[src/rtl/cache_axi_bridge.sv]
// Bridge from the L1 cache refill/write-back interface to AXI4.
// Independent read and write FSMs; reads wait for same-line write-backs to finish.
module cache_axi_bridge #(
    parameter logic [3:0] R_ID = 4'd0,
    parameter logic [3:0] W_ID = 4'd1
) (
    input  logic         clk,
    input  logic         rst,
    input  logic         rd_req,
    input  logic [2:0]   rd_type,
    input  logic [31:0]  rd_addr,
    output logic         rd_rdy,
    output logic         ret_valid,
    output logic         ret_last,
    output logic [31:0]  ret_data,
    input  logic         wr_req,
    input  logic [2:0]   wr_type,
    input  logic [31:0]  wr_addr,
    input  logic [3:0]   wr_wstrb,
    input  logic [127:0] wr_data,
    output logic         wr_rdy,
    output logic [3:0]   arid,
    output logic [31:0]  araddr,
    output logic [7:0]   arlen,
    output logic [2:0]   arsize,
    output logic [1:0]   arburst,
    output logic         arvalid,
    input  logic         arready,
    input  logic [3:0]   rid,
    input  logic [31:0]  rdata,
    input  logic [1:0]   rresp,
    input  logic         rlast,
    input  logic         rvalid,
    output logic         rready,
    output logic [3:0]   awid,
    output logic [31:0]  awaddr,
    output logic [7:0]   awlen,
    output logic [2:0]   awsize,
    output logic [1:0]   awburst,
    output logic         awvalid,
    input  logic         awready,
    output logic [31:0]  wdata,
    output logic [3:0]   wstrb,
    output logic         wlast,
    output logic         wvalid,
    input  logic         wready,
    input  logic [3:0]   bid,
    input  logic [1:0]   bresp,
    input  logic         bvalid,
    output logic         bready
);

    typedef enum logic [1:0] {R_IDLE, R_AR, R_DATA} r_state_t;
    typedef enum logic [1:0] {W_IDLE, W_AW, W_DATA, W_RESP} w_state_t;

    r_state_t     r_state, r_next;
    w_state_t     w_state, w_next;
    logic [31:0]  ra_q;
    logic [2:0]   rt_q;
    logic [31:0]  wa_q;
    logic [2:0]   wt_q;
    logic [3:0]   ws_q;
    logic [127:0] wd_q;
    logic [1:0]   cnt;
    logic         raw_block;
    logic         rd_fire;
    logic         wr_fire;
    logic         w_fire;
    logic         w_line;
    logic         unused;

    assign unused = ^{rid, rresp, bid, bresp};

    assign wr_rdy  = (w_state == W_IDLE);
    assign wr_fire = wr_req & wr_rdy;

    // A same-cycle write to this line is accepted first, so it blocks too
    assign raw_block = ((w_state != W_IDLE) && (wa_q[31:4] == rd_addr[31:4]))
                     || (wr_fire && (wr_addr[31:4] == rd_addr[31:4]));
    assign rd_rdy    = (r_state == R_IDLE) & ~raw_block;
    assign rd_fire   = rd_req & rd_rdy;

    assign arid    = R_ID;
    assign araddr  = ra_q;
    assign arlen   = (rt_q == 3'b100) ? 8'd3 : 8'd0;
    assign arsize  = 3'b010;
    assign arburst = 2'b01;

    assign awid    = W_ID;
    assign awaddr  = wa_q;
    assign awlen   = (wt_q == 3'b100) ? 8'd3 : 8'd0;
    assign awsize  = 3'b010;
    assign awburst = 2'b01;

    assign w_line = (wt_q == 3'b100);
    assign w_fire = wvalid & wready;

    always_ff @(posedge clk) begin
        if (rst) begin
            r_state <= R_IDLE;
            ra_q    <= '0;
            rt_q    <= '0;
        end else begin
            r_state <= r_next;
            if (rd_fire) begin
                ra_q <= rd_addr;
                rt_q <= rd_type;
            end
        end
    end

    always_comb begin
        r_next = r_state;
        unique case (r_state)
            R_IDLE: if (rd_fire) r_next = R_AR;
            R_AR:   if (arready) r_next = R_DATA;
            R_DATA: if (rvalid && rlast) r_next = R_IDLE;
            default: r_next = R_IDLE;
        endcase
    end

    always_comb begin
        arvalid   = (r_state == R_AR);
        rready    = (r_state == R_DATA);
        ret_valid = (r_state == R_DATA) & rvalid;
        ret_last  = rlast;
        ret_data  = rdata;
    end

    always_ff @(posedge clk) begin
        if (rst) begin
            w_state <= W_IDLE;
            wa_q    <= '0;
            wt_q    <= '0;
            ws_q    <= '0;
            wd_q    <= '0;
            cnt     <= '0;
        end else begin
            w_state <= w_next;
            if (wr_fire) begin
                wa_q <= wr_addr;
                wt_q <= wr_type;
                ws_q <= wr_wstrb;
                wd_q <= wr_data;
                cnt  <= '0;
            end else if (w_fire) begin
                cnt <= cnt + 2'd1;
            end
        end
    end

    always_comb begin
        w_next = w_state;
        unique case (w_state)
            W_IDLE: if (wr_fire) w_next = W_AW;
            W_AW:   if (awready) w_next = W_DATA;
            W_DATA: if (w_fire && wlast) w_next = W_RESP;
            W_RESP: if (bvalid) w_next = W_IDLE;
            default: w_next = W_IDLE;
        endcase
    end

    always_comb begin
        awvalid = (w_state == W_AW);
        wvalid  = (w_state == W_DATA);
        bready  = (w_state == W_RESP);
        wdata   = w_line ? wd_q[{cnt, 5'b0} +: 32] : wd_q[31:0];
        wstrb   = w_line ? 4'hf : ws_q;
        wlast   = w_line ? (cnt == 2'd3) : 1'b1;
    end

endmodule
[config.mk]
export PLATFORM = sky130hd
export DESIGN_NAME = cache_axi_bridge
export DESIGN_NICKNAME = d
export VERILOG_FILES = /design/src/rtl/cache_axi_bridge.sv
export SDC_FILE = /design/constraint.sdc
export NUM_CORES = 1
export LEC_CHECK = 0
export ABC_CLOCK_PERIOD_IN_PS = 1900
export BUFFER_PORTS_ARGS = -buffer_cell sky130_fd_sc_hd__buf_2
export CAP_MARGIN = 30
export CORE_AREA = 2 2 168 170
export DETAILED_ROUTE_END_ITERATION = 10
export DIE_AREA = 0 0 170 172
export HOLD_SLACK_MARGIN = 0.06
export PLACE_DENSITY = 0.67
export SKIP_CTS_REPAIR_TIMING = 1
export SYNTH_ARGS = -nofsm -noshare
export SYNTH_HDL_FRONTEND = slang
export SYNTH_SLANG_ARGS = --single-unit
[constraint.sdc]
create_clock -name clk -period 1.9 [get_ports clk]
set_input_delay 0.38 -clock clk [delete_from_list [all_inputs] [get_ports clk]]
set_output_delay 0.38 -clock clk [all_outputs]
set_load 0.01 [all_outputs]
### After elaboration in Yosys (flattened, before gate mapping)

Cells that the tools add are included.

* word-level logic and storage cells: 59
* bits of input ports: 256
* register bits after elaboration: 208
* output and inout bits: 176

* reduce and logical (&&, ||, !) cells: 11
* equality and inequality tests: 17
* $add $sub $neg: 1
* bitwise gates (word level): 6
* shift operators: 1
* muxes and demuxes: 14

Operator list (number)
* 128-bit by 8-bit indexed part select with 32-bit output: 1
* 28-bit equality test: 2
* 32-bit 2-to-1 mux: 1
* 2-bit 2-to-1 mux: 9
* 2-bit by 1-bit inequality test with 1-bit output (second input constant): 5
* 2-bit equality test (second input constant): 4
* 2-bit one-hot mux with 4 select lines: 1
* 3-bit equality test (second input constant): 2
* 2-bit one-hot mux with 3 select lines: 1
* 1-bit bitwise AND: 5
* 2-bit by 1-bit equality test with 1-bit output (second input constant): 2
* 1-bit logical AND: 4
* 2-bit logical NOT: 2
* 4-bit 2-to-1 mux: 1
* 2-bit inequality test (second input constant): 2
* 4-bit AND reduction: 1
* 3-bit AND reduction: 1
* 2-bit by 1-bit adder with 2-bit output (second input constant): 1
* 2-bit nonzero test: 1
* 2-bit OR reduction: 1
* 1-bit logical OR: 1
* 1-bit 2-to-1 mux: 1
* 1-bit NOT: 1

### Longest topological paths before layout

Gate-level depths: netlist (run 1).

* word-level depth: 9
* depth in mapped cells: 10
* gate-level depth less buffers: 8

### Worst setup path after synthesis (run 1)

OpenSTA, ideal clock, no wires.

* path type: reg-to-reg
* start point: register w_state[0]
* end point: register ra_q[0] (netlist: araddr[0])
* cell stages (with the launch flop): 11
* clock period less this slack: 2.021 ns
* slack: -0.121 ns
* data required time: 1.781 ns
* arrival time: 1.902 ns
* path through: dfxtp_1 -> inv_1 -> ha_1 -> and2_1 -> clkbuf_1 -> nand3_1 -> nor4_1 -> nor3_1 -> buf_6 -> buf_8 -> mux2i_1

* word-level cells in the longest chain between the ends: 7
* elaborated cells between the ends (all ways): 9
* classes of those cells: 4 x bitwise; 5 x reduce/logical

RTL lines
* from (decl): RTL line 57 `w_state_t w_state, w_next;`
* from (signal assigned): RTL line 139 `w_state <= w_next;`
* 2-bit logical NOT: RTL line 74 `assign wr_rdy = (w_state == W_IDLE);`
* named net wr_rdy: RTL line 21 `output logic wr_rdy,`
* 1-bit bitwise AND: RTL line 75 `assign wr_fire = wr_req & wr_rdy;`
* 1-bit logical AND: RTL line 79 `|| (wr_fire && (wr_addr[31:4] == rd_addr[31:4]));`
* 1-bit logical OR: RTL line 79
* 1-bit NOT: RTL line 80 `assign rd_rdy = (r_state == R_IDLE) & ~raw_block;`
* 1-bit bitwise AND: RTL line 80
* 1-bit bitwise AND: RTL line 81 `assign rd_fire = rd_req & rd_rdy;`
* to (signal assigned): RTL line 106 `ra_q <= rd_addr;`
* to (decl): RTL line 58 `logic [31:0] ra_q;`

The timed path passes the listed nets, and every way through them passes these cells.
A chain may end at the register's enable or synchronous reset.

### Worst setup path after layout (run 1)

* start point: register wa_q[24] (netlist: awaddr[24])
* end point: output rd_rdy

* word-level cells in the longest chain between the ends: 5

RTL lines
* from (decl): RTL line 60 `logic [31:0] wa_q;`
* from (signal assigned): RTL line 141 `wa_q <= wr_addr;`
* 28-bit equality test: RTL line 78 `assign raw_block = ((w_state != W_IDLE) && (wa_q[31:4] == rd_addr[31:4]))`
* 1-bit logical AND: RTL line 78
* 1-bit logical OR: RTL line 79
* 1-bit NOT: RTL line 80
* 1-bit bitwise AND: RTL line 80
* to (decl): RTL line 12 `output logic rd_rdy,`

No other way between the ends.

==> impl_metrics.tcl, run 1 <==
set metrics [dict create \
    drtIter0Drc 446 \
    irDropWorstVdd_mv 0.6130 \
    drtAntennaViolNets 0 \
    p_leak_nw 6.199 \
    setup_viol 75 \
    holdCritPathClass "input port to register" \
    clkPwrFrac_pct 30.1 \
    netlist_instances 1259 \
    worstRegToRegCells 9 \
    fp.dieH_um 172 \
    critical_path_class "register to primary output" \
    power_frac_comb_pct 35.5 \
    place_hpwl_mm 22.18 \
    drive_gt1_share_pct 36.36 \
    wirelength_mm 33.78 \
    cts_buffers 24 \
    numPortBuffers 325 \
    initial_core_util_pct 36.48 \
    netlist_area_sq_um 10020 \
    crit_start "awaddr[24]" \
    r2r_slack_ns -0.33 \
    end_kind "primary output" \
    ctsRootBufferMaster "clkbuf_16" \
    drc 0 \
    status "complete, but fails checks" \
    switching_share_pct 34.22 \
    num_rows 61 \
    start_kind "register" \
    grt_pass1_vias 8938 \
    area_growth_pct 39.40 \
    ys_warn_count 0 \
    place_area_sq_um 12210 \
    final_nets 1861 \
    seq_area_frac_synth_pct 41.54 \
    grt_overflow 0 \
    p_int_mw 10.71 \
    min_period_over_period_pct 127.5 \
    wl_per_cell_um 17.19 \
    violations "negative setup slack" \
    post_synth_num_cell_types 32 \
    fmax_mhz 412.8 \
    grt_util_all_layers_pct 20.03 \
    place_congestion 0.9561 \
    synth_area_per_cell_sq_um 7.962 \
    p_switching_mw 5.573 \
    io_pins 432 \
    finalHoldViolations 0 \
    grt_antenna_before_repair 2 \
    firstDrtPassIters 5 \
    utilization_pct 50.86 \
    cts_tree "built" \
    cap_violations 0 \
    setup_slack_ns -0.5225 \
    cts_buffer_depth 3 \
    instances_no_fill 1965 \
    endpoint "rd_rdy" \
    reg2reg_from "awaddr[6]" \
    path_clk_slew_ns 0.06 \
    power-per-cell-area_nw_per_um2 1165 \
    core_area_sq_um 27480 \
    period_minus_slack_ns 2.422 \
    clk-insertion-delay-late_ns 0.52 \
    dp.cells 1889 \
    final_max_slew_viol_count 0 \
    ys_seq_elements 208 \
    cp.required_ns 1.52 \
    worstReg2RegEnd "rt_q[0]" \
    grt_max_degree 142 \
    hold_ws_ns 0.09781 \
    fillers 2615 \
    cts.htree.levels 1 \
    die-area_sq_um 29240 \
    die_w_um 170 \
    seq_power_share_pct 34.4 \
    vias 9859 \
    grt_pass1_wl_mm 46.71 \
    arrival_ns 2.04 \
    finClkSkew_ns 0.008247 \
    crit_fanout 2 \
    numClockSinks 208 \
    rsz0062_at_grt "true" \
    stdcell_area_sq_um 13970 \
    viasPerCell 5.017 \
]
[sequential cells by signal, summed over array words and instances, names as in the netlist]
| signal | flops |
|---|---|
| ws_q | 4 |
| awaddr | 32 |
| r_state | 2 |
| wt_q | 3 |
| w_state | 2 |
| wd_q | 128 |
| rt_q | 3 |
| araddr | 32 |
| cnt | 2 |
[logic make-up (layout without fill, tap and decap cells)]
kind of cell	after synthesis	after routing	synth area share [%]
DFF	208	208	41.54
muxes	69	69	7.289
adders and majority gates	6	6	0.7489
other	2	32	0.07492
buffers and inverters	164	494	9.024
xor gates and xnor gates	57	57	4.980
AOI/OAI and AO/OA	267	267	14.64
and+or+nand+nor	486	486	21.70
[critical path, cell delays in order, from the launching register on]
cell and delay [ns]:
dfxtp_2 0.32, xor2_1 0.16, nor4_2 0.28, nand4_1 0.16, nor4_2 0.27, buf_4 0.15
nor4_2 0.04, buf_2 0.14
[layout make-up]
class / instances / area (sq um) / share of cell area [%]
Tap cell: 346 / 432.9 / 3.098
Multi-Input combinational cell: 915 / 5423 / 38.80
Timing Repair Buffer: 445 / 3077 / 22.02
Antenna cell: 2 / 5.005 / 0.03581
Clock buffer: 37 / 760.7 / 5.444
Inverter: 5 / 18.77 / 0.1343
Clock inverter: 7 / 85.08 / 0.6088
Sequential cell: 208 / 4173 / 29.86
[synth_stat cells (all sizes together)]
cell | count | share of area, %
conb | 2 | 0.075
a22oi | 33 | 2.5
mux2 | 32 | 3.6
xor2 | 37 | 3.2
a21oi | 168 | 8.4
nor3 | 6 | 0.30
nor2b | 35 | 2.2
inv | 5 | 0.19
and2 | 3 | 0.19
nand3 | 1 | 0.050
ha | 6 | 0.75
buf | 74 | 5.7
nor2 | 6 | 0.22
a31oi | 32 | 2.0
nor4 | 11 | 0.75
clkbuf | 85 | 3.2
or2 | 4 | 0.25
nor3b | 1 | 0.075
mux2i | 37 | 3.7
dfxtp | 208 | 42
o221ai | 1 | 0.087
o21ai | 32 | 1.6
nand4 | 7 | 0.44
nand2b | 70 | 4.4
nand2 | 340 | 13
o21ba | 1 | 0.10
or2b | 2 | 0.15
xnor2 | 20 | 1.7
[metrics by stage]
step	TNS (ns)	power (mW)	setup WS (ns)
after floorplan	-0.1915	8.708	-0.009575
after global placement	-10.70	10.61	-0.3245
after detailed placement	-11.98	10.71	-0.3938
after CTS	-25.20	15.65	-0.6797
after global routing	-32.06	17.19	-0.6076
final	-23.97	16.28	-0.5225
[per-layer routing]
layer	track usage, %	up-vias	wire length (um)	share of wire, %
li1	-	4764	-	-
met1	24.67	4630	13700	41
met2	34.37	390	16180	48
met3	4.555	75	2696	8.0
met4	7.284	0	1202	3.6
met5	0	-	0	0
[worst min path at each step]
stage	start	endpoint	slack (ns)	cells past startpoint
CTS	wr_data[69]	wd_q[69]	0.07	3
detailed placement	ws_q[2]	ws_q[2]	0.44	2
finish	wr_addr[0]	awaddr[0]	0.1	3
global placement	ws_q[1]	ws_q[1]	0.44	2
global route	wr_data[98]	wd_q[98]	0.08	3
floorplan	ws_q[0]	ws_q[0]	0.43	2
[cell usage in the layout (no fill, tap or decap), types with 4 or more instances in the layout]
master,n
nand2_1,338
buf_8,8
a22oi_2,32
dfxtp_2,4
nor4_1,6
a21oi_1,167
xnor2_1,20
mux2i_1,37
a31oi_1,32
clkinv_2,5
nand2b_1,69
clkbuf_16,33
dfxtp_1,203
buf_4,74
nand4_1,7
o21ai_1,23
mux2_4,18
buf_6,21
o21ai_2,9
or2_4,4
buf_12,18
conb_1,30
nor3_1,5
mux2_2,14
nor2_1,4
clkbuf_8,9
xor2_1,37
nor2b_1,34
inv_1,4
nor4_2,4
buf_2,315
[power groups by stage]
stage	clock (mW)	combinational (mW)	sequential [mW]
floorplan	0	3.06	5.65
global placement	0	4.97	5.64
detailed placement	0	5.04	5.66
CTS	5.00	5.08	5.57
global route	5.16	6.34	5.68
finish	4.90	5.79	5.60
Note: power is estimated with default switching activity, not from simulation.
==> run 2, diff against run 1 <==
Settings changed: CAP_MARGIN 30 to default, PLACE_DENSITY 0.67 to 0.78.
==> run 2 against run 1 <==
Against the previous run: the flow still finishes with violations (negative setup slack); flip-flop and latch count is the same; combinational power is 4.0% higher; clock skew increased by 0.017 ns; register-to-register slack worse by 0.19 ns; largest power group unchanged.
==> impl_metrics.tcl, run 2 (synthesis gave the netlist of run 1 again) <==
set metrics [dict create \
    setup_viol 76 \
    ctsRootBufferMaster "clkbuf_16" \
    cp.depth 7 \
    die-area_sq_um 29240 \
    die_w_um 170 \
    area_growth_pct 42.90 \
    place_area_sq_um 12330 \
    place_hpwl_mm 23.92 \
    layout_common_cells "nand2_1, buf_2, dfxtp_1" \
    rsz0062_at_grt "true" \
    cts_tree "built" \
    firstDrtPassIters 5 \
    drtAntennaViolNets 0 \
    min_period_over_period_pct 127.9 \
    finalHoldViolations 0 \
    grt_util_all_layers_pct 21.50 \
    p_switching_mw 5.728 \
    largest_reg_flops 128 \
    vias 10210 \
    fp.dieH_um 172 \
    viasPerCell 5.134 \
    status "complete, but fails checks" \
    numClockSinks 208 \
    grt_overflow 0 \
    final_nets 1888 \
    finClkSkew_ns 0.02545 \
    clk-insertion-delay-late_ns 0.54 \
    num_rows 61 \
    crit_start "awaddr[9]" \
    r2r_slack_ns -0.52 \
    numPortBuffers 325 \
    final_max_slew_viol_count 0 \
    cp.required_ns 1.52 \
    clkPwrFrac_pct 28.1 \
    worstReg2RegEnd "araddr[5]" \
    endpoint "rd_rdy" \
    end_kind "primary output" \
    crit_fanout 2 \
    wl_per_cell_um 18.24 \
    io_pins 432 \
    cap_violations 0 \
    p_int_mw 10.54 \
    stdcell_area_sq_um 14330 \
    cpMostUsedCell "nor4_2" \
    power-per-cell-area_nw_per_um2 1136 \
    cts_buffers 24 \
    critPathTopFamily "simple AND/OR/NAND/NOR gates" \
    start_kind "register" \
    cts.htree.levels 1 \
    utilization_pct 52.14 \
    arrival_ns 2.05 \
    grt_pass1_vias 9397 \
    grt_pass1_wl_mm 49.70 \
    top_register "wd_q" \
    cp_slowest_stage_delay_ns 0.33 \
    core_area_sq_um 27480 \
    drive_gt1_share_pct 38.51 \
    power_frac_comb_pct 37.0 \
    switching_share_pct 35.21 \
    path_cells "xor2_1 > nor4_1 > nand4_1 > nor4_2 > buf_4 > nor4_2 > buf_2" \
    fillers 2423 \
    seq_power_share_pct 34.8 \
    reg2reg_from "awaddr[17]" \
    grt_max_degree 97 \
    period_minus_slack_ns 2.431 \
    p_leak_nw 6.337 \
    timing.critical_path.buf_inv 2 \
    initial_core_util_pct 36.48 \
    grt_antenna_before_repair 3 \
    irDropWorstVdd_mv 0.7384 \
    violations "negative setup slack" \
    crit_slowest_cell "dfxtp_2" \
    worstRegToRegCells 13 \
    final_common_cell "nand2_1" \
    path_clk_slew_ns 0.06 \
    cts_buffer_depth 3 \
    fmax_mhz 411.4 \
    place_congestion 0.9018 \
    drtIter0Drc 615 \
    setup_slack_ns -0.5308 \
    wirelength_mm 36.28 \
    hold_ws_ns 0.08268 \
    holdCritPathClass "input port to register" \
    critical_path_class "register to primary output" \
    drc 0 \
]
-- run 2: changes by cell type in the layout (fill, tap and decap cells not counted), moves of 8 or more --
cell,previous run,this run
buf_4,74,90
dfxtp_2,4,14
mux2_4,18,26
buf_6,21,29
mux2_2,14,6
dfxtp_1,203,192
-- run 2: how the worst min path moves through the flow --
stage | from | endpoint | slack, ns | depth (start not counted)
after floorplan | ws_q[0] | ws_q[0] | 0.43 | 2
after global placement | wd_q[96] | wd_q[96] | 0.44 | 2
after detailed placement | wd_q[113] | wd_q[113] | 0.44 | 2
after CTS | wr_data[49] | wd_q[49] | 0.06 | 3
after global routing | wr_data[115] | wd_q[115] | 0.07 | 3
final | wr_data[5] | wd_q[5] | 0.08 | 3
-- run 2: worst reg2reg max path, delay by kind of cell (launching register included) --
kind	cells	cell delay, ns
xor gates and xnor gates	1	0.24
buffers and inverters	7	0.96
DFF	1	0.36
muxes	1	0.19
and+or+nand+nor	4	0.60
-- run 2: power groups by stage --
| stage | clock network (mW) | logic (mW) | registers [mW] |
|---|---|---|---|
| finish | 4.58 | 6.02 | 5.67 |
| global route | 4.86 | 6.53 | 5.75 |
| CTS | 4.65 | 5.17 | 5.58 |
| detailed placement | 0 | 5.13 | 5.67 |
| global placement | 0 | 5.03 | 5.63 |
| floorplan | 0 | 3.06 | 5.65 |
-- run 2: final cells by class --
cell class	count	area, sq um	share of cell area (%)
well taps	346	432.9	3.022
repair buffers	472	3364	23.49
inverters	5	18.77	0.1310
clock inverters	9	92.59	0.6463
diodes	2	5.005	0.03494
flip-flops and latches	208	4189	29.24
multi-input cells	915	5532	38.61
clock buffers	32	690.7	4.821
-- run 2: per-layer routing --
layer | up-vias | GRT usage [%] | part of all wire [%]
met5 | - | 0 | 0.036
met4 | 2 | 11.45 | 5.3
met3 | 107 | 5.425 | 7.8
met2 | 491 | 37.64 | 50
met1 | 4791 | 24.17 | 37
li1 | 4821 | - | -
-- run 2: per-stage QoR --
stage	instances	worst slack (ns)	setup TNS, ns	total power [mW]
floorplan	1287	-0.009575	-0.1915	8.708
global placement	1904	-0.3612	-9.836	10.66
detailed placement	1904	-0.3617	-10.31	10.80
CTS	1945	-0.7032	-21.02	15.39
global route	1988	-0.6094	-36.44	17.14
finish	1989	-0.5308	-30.66	16.27
